[src/rtl/seq_cmp_scheduler.sv]
// ---------------------------------------------------------------------------
// seq_cmp_scheduler
//
// Two-port round-robin front end for one shared bit-serial comparator.
// A request is granted, its operands are captured, the comparator is loaded
// for one cycle, run for WIDTH bit-cycles, and the L/E/G flags are returned
// to the granted requester together with a one-cycle done pulse.
//
// Optional build macro: SEQ_CMP_SCHED_STATS_EN adds per-requester 16-bit
// saturating completion counters (cnt0, cnt1).
//
// Ports:
//   clk, reset            clock, asynchronous active-high reset
//   req0/req1             level requests
//   a0/b0/op0, a1/b1/op1  operand pair and OP of each requester
//   gnt0/gnt1             one-cycle grant pulse (operands captured)
//   done0/done1           one-cycle result-valid pulse
//   res_L/res_E/res_G     registered result flags, held until next done
//   busy                  high whenever the scheduler is not idle
//   cmp_inp1/cmp_inp2     registered operands to the comparator
//   cmp_op                registered OP to the comparator
//   cmp_reset             comparator reset/load strobe (combinational)
//   cmp_L/cmp_E/cmp_G     comparator result flags
//   cnt0/cnt1             completion counters (stats build only)
//
// Handshake (valid/ready): req is the valid, gnt is the single-cycle ready.
// A requester holds req until it sees gnt and drops it the next cycle;
// operands may change once gnt has been seen. A req still high when the
// scheduler returns to idle is a new request.
// ---------------------------------------------------------------------------
module seq_cmp_scheduler #(
   parameter int WIDTH = 32,
   parameter int CNT_W = 6
) (
   input  logic             clk,
   input  logic             reset,
   input  logic             req0,
   input  logic             req1,
   input  logic [WIDTH-1:0] a0,
   input  logic [WIDTH-1:0] b0,
   input  logic [WIDTH-1:0] a1,
   input  logic [WIDTH-1:0] b1,
   input  logic             op0,
   input  logic             op1,
   output logic             gnt0,
   output logic             gnt1,
   output logic             done0,
   output logic             done1,
   output logic             res_L,
   output logic             res_E,
   output logic             res_G,
   output logic             busy,
   output logic [WIDTH-1:0] cmp_inp1,
   output logic [WIDTH-1:0] cmp_inp2,
   output logic             cmp_op,
   output logic             cmp_reset,
`ifdef SEQ_CMP_SCHED_STATS_EN
   output logic [15:0]      cnt0,
   output logic [15:0]      cnt1,
`endif
   input  logic             cmp_L,
   input  logic             cmp_E,
   input  logic             cmp_G
);

   typedef enum logic [1:0] {
      S_IDLE = 2'd0,
      S_LOAD = 2'd1,
      S_RUN  = 2'd2,
      S_DONE = 2'd3
   } state_t;

   state_t           state;
   state_t           next_state;
   logic             sel;        // requester currently being served
   logic             last;       // requester served most recently
   logic [CNT_W-1:0] counter;
   logic             pick_valid;
   logic             pick_sel;

   // Arbitration: a lone request wins outright; on contention the requester
   // that was not served last time wins.
   always_comb begin
      pick_valid = req0 | req1;
      pick_sel   = 1'b0;
      if (req0 && req1) pick_sel = ~last;
      else              pick_sel = req1;
   end

   // State register
   always_ff @(posedge clk or posedge reset) begin
      if (reset) state <= S_IDLE;
      else       state <= next_state;
   end

   // Next-state logic
   always_comb begin
      next_state = state;
      case (state)
         S_IDLE: if (pick_valid) next_state = S_LOAD;
         S_LOAD: next_state = S_RUN;
         S_RUN:  if (counter == CNT_W'(WIDTH - 1)) next_state = S_DONE;
         S_DONE: next_state = S_IDLE;
         default: next_state = S_IDLE;
      endcase
   end

   // Idle and load both keep the comparator in reset, so it is never
   // clocking stale data while unused; reset itself forces it too.
   assign cmp_reset = reset | (state == S_IDLE) | (state == S_LOAD);
   assign busy      = (state != S_IDLE);

   // Datapath and pulse outputs
   always_ff @(posedge clk or posedge reset) begin
      if (reset) begin
         gnt0     <= 1'b0;
         gnt1     <= 1'b0;
         done0    <= 1'b0;
         done1    <= 1'b0;
         res_L    <= 1'b0;
         res_E    <= 1'b0;
         res_G    <= 1'b0;
         cmp_inp1 <= '0;
         cmp_inp2 <= '0;
         cmp_op   <= 1'b0;
         counter  <= '0;
         sel      <= 1'b0;
         last     <= 1'b1;  // requester 0 wins the first contention
      end else begin
         gnt0  <= 1'b0;
         gnt1  <= 1'b0;
         done0 <= 1'b0;
         done1 <= 1'b0;
         case (state)
            S_IDLE: begin
               if (pick_valid) begin
                  sel      <= pick_sel;
                  gnt0     <= ~pick_sel;
                  gnt1     <= pick_sel;
                  cmp_inp1 <= pick_sel ? a1  : a0;
                  cmp_inp2 <= pick_sel ? b1  : b0;
                  cmp_op   <= pick_sel ? op1 : op0;
               end
            end
            S_LOAD: counter <= '0;
            S_RUN:  counter <= counter + CNT_W'(1);
            S_DONE: begin
               res_L <= cmp_L;
               res_E <= cmp_E;
               res_G <= cmp_G;
               done0 <= ~sel;
               done1 <= sel;
               last  <= sel;
            end
            default: ;
         endcase
      end
   end

`ifdef SEQ_CMP_SCHED_STATS_EN
   // Completion counters, saturating so they never roll back to small values
   always_ff @(posedge clk or posedge reset) begin
      if (reset) begin
         cnt0 <= 16'd0;
         cnt1 <= 16'd0;
      end else if (state == S_DONE) begin
         if (!sel && cnt0 != 16'hFFFF) cnt0 <= cnt0 + 16'd1;
         if (sel  && cnt1 != 16'hFFFF) cnt1 <= cnt1 + 16'd1;
      end
   end
`endif

endmodule

[config.mk]
export PLATFORM = sky130hd
export DESIGN_NAME = seq_cmp_scheduler
export DESIGN_NICKNAME = d
export VERILOG_FILES = /design/src/rtl/seq_cmp_scheduler.sv
export SDC_FILE = /design/constraint.sdc
export NUM_CORES = 1
export LEC_CHECK = 0
export ABC_AREA = 1
export BUFFER_PORTS_ARGS = -buffer_cell sky130_fd_sc_hd__buf_2
export CORE_MARGIN = 8
export CORE_UTILIZATION = 40
export DETAILED_ROUTE_END_ITERATION = 10
export PLACE_DENSITY_LB_ADDON = 0.1
export SKIP_CTS_REPAIR_TIMING = 1
export SLEW_MARGIN = 20
export SYNTH_ARGS = -nofsm -noshare
export SYNTH_HDL_FRONTEND = slang
export SYNTH_SLANG_ARGS = --single-unit
[constraint.sdc]
create_clock -name clk -period 3.5 [get_ports clk]
set_clock_uncertainty 0.15 [all_clocks]
set_input_delay 0.7 -clock clk [delete_from_list [all_inputs] [get_ports clk]]
set_output_delay 0.7 -clock clk [all_outputs]
set_load 0.01 [all_outputs]
==> results.md <==
* Fmax at approximately 460 MHz
* Ratio of cells with drive above 1 in the final layout at between 30 and 40%
* Initial antenna violation count at 0
* CP Cell Sequence: inv_1 > ha_1 > nor2_1 > nand2_1 > buf_2
* Largest net degree at the start of global routing at 83
* Synth area leader: dfrtp_1
* Via-per-instance ratio at 4.958
* Routed vias at approximately 3800
* Core Region at 9153 um2
* Worst skew pair latency at 330 ps
* R2R Setup Slk at 1480 ps
* Hold Crit Class: flop to flop
* IR drop worst, VDD at 0.3671 mV
* Post-synth top cells: nand2_1 (95), dfrtp_1 (81), nor2_1 (75)
* Post-synth EDFFs at 0
* Number of clock sinks at 82
* DP Worst Slack at 1331 ps
* Max_slew headroom at 49.52%
* Max Buffers Root-to-Sink at 2
* Iteration-0 DRC Markers at 349
* Routed len/inst at around 16 um
* CTS Buf Count at 9
* Ys flop type: dfrtp_1
* CTS tree: done
* Reg2reg end: cmp_inp1[2]
* FF-to-FF Start: state[0]
* Remaining antenna violation count after routing at 0
* Worst EP required at 2650 ps
* Seq/Total Area, Yosys at 54.86%
* Final wirelength at 12170 um
* Row cnt at 35
* Clock root cell: clkbuf_8
* CP max FO at 4
* Mapped Cells at roughly 450
* Synth async-reset ratio at 100.0%
* Mapped Area at 3742 um2
* Worst Setup SP: state[0]
* Least-Margin Pin Slew at 757.3 ps
* Post-synthesis register bit count at between 80 and 90
* GPL Wtd Cong at 0.7689
* Setup violations, final at 0
* First drt pass iteration count at 5
* Crit path kind: flop to output port
* Die area at 12710 um2
* Distinct cells, synth at 19
* H-tree Lvls at 3
* Slack of the critical path at 1304 ps
* Crit path time final at 2196 ps
* Final Net Count at 789
* Crit end category: output port
* Leakage at 2.637 nW
* Die height at 112.7 um
* Vias in the first global route at 3975
* Initial Utilization at 40.89%
* Mapped Nets at 590
* Startpoint types: flop
* Placed wire-length estimate at 8879 um
* Fin crit share at 62.75%
* Slowest stage delay, CP at 400 ps
* Power Density at 847.5 nW/um2
* Port-buffer cells at 210
* Critical path arrival at 1350 ps
* P&R area growth vs syn at 33.47%
* Fin. Hold Viols at 0
* Run status: completed
* WHS Path Cells at 2
* Final slew viol count at 0
* DIE WIDTH at 112.7 um
* Syn. warnings at 0
* Total I/O pin count at approximately 210
* Most frequent cell after synthesis: nand2_1
* Worst reg2reg path depth at 7
* Synth top area cells: dfrtp_1 (54%), o21ai_1 (9.6%), nand2_1 (9.5%)
* Setup TNS at 0 ps
* Clock transition at path regs at approximately 80 ps
* Yosys top cell area share at 54.16%
* Endpoint, Worst Hold: last
* Avg Cell Area, Syn at 8.353 um2
* Max-Cap Viols at 0
* Worst hold path startpoint: last
* GRT overflow at 0
* Gr usage total at 18.98%
* DRC Markers at 0
* CP max stage cell: dfrtp_1
* # diodes at 0
* First-pass GRT wire length at 19730 um
* RSZ-0062 raised after global routing: no
==> flip-flops by register name (all words and copies together), names as in the netlist, 2 cells and up <==
signal,cells
cmp_inp2,32
state,2
cmp_inp1,32
counter,6
==> routing by layer <==
layer,global-route usage [%],wire [um],vias up
li1,-,-,1860
met1,22.45,5065,1741
met2,31.72,5827,165
met3,6.283,1075,17
met4,6.385,200,0
met5,0,0,-
==> layout make-up <==
| type | count | area (um2) |
|---|---|---|
| Clock buffer | 11 | 131.4 |
| Inverter | 14 | 56.30 |
| Timing Repair Buffer | 217 | 1107 |
| Tap cell | 111 | 138.9 |
| Fill cell | 904 | 4158 |
| Sequential cell | 82 | 2053 |
| Clock inverter | 5 | 55.05 |
| Multi-Input combinational cell | 323 | 1453 |
==> through the flow <==
stage          utilization [%]  total power, mW  cell area [um2]  hold slack [ps]  std cells
3_5_place_dp             52.49            3.631             4805            311.6        747
5_1_grt                  54.57            4.626             4995            356.5        763
3_3_place_gp             52.49            3.581             4805            302.1        747
6_report                 54.57            4.233             4995            318.8        763
4_1_cts                  54.53            4.311             4991            322.9        763
2_1_floorplan                -            2.871             3746            276.6        448
==> report_power, final <==
part           leakage (nW)  switching, mW  internal, mW  total, mW
registers              1.01          0.248          1.40       1.65
clock network        0.0893          0.334         0.328      0.662
logic                  1.54           1.18         0.738       1.92
total                  2.64           1.76          2.47       4.23
==> worst max-delay path, delay by kind of cell, from the launching register on <==
| family | cells | cell delay, ps |
|---|---|---|
| AND/OR/NAND/NOR | 2 | 160 |
| flip-flops | 1 | 400 |
| buffers and inverters | 2 | 220 |
| adder cells (fa/ha/maj) | 1 | 230 |
==> cell families after synthesis <==
group	share of synthesized area [%]
flip-flops	54.86
adder cells (fa/ha/maj)	1.672
buffers and inverters	6.319
AO/OA/AOI/OAI	18.66
AND/OR/NAND/NOR	18.49
==> worst max path at each step <==
stage,end,slack (ps)
floorplan,cmp_reset,440
global placement,cmp_inp1[30],1380
detailed placement,cmp_inp2[15],1330
CTS,cmp_reset,1280
global route,cmp_reset,1200
finish,cmp_reset,1300
==> cells in the final DEF, fill, tap and decap left out, types with 3 or more instances in the layout <==
master | Yosys | layout
ha_1 | 5 | 5
nor2_1 | 75 | 75
o21ai_0 | 61 | 61
o21ai_1 | 72 | 72
nand3_1 | 6 | 6
a21oi_1 | 5 | 5
buf_4 | 2 | 6
dfrtp_1 | 81 | 81
inv_2 | 3 | 3
buf_2 | 18 | 210
nand2_1 | 95 | 95
clkinvlp_4 | 0 | 3
clkbuf_8 | 0 | 9
inv_1 | 11 | 10
Note: power is estimated with default switching activity, not from simulation.
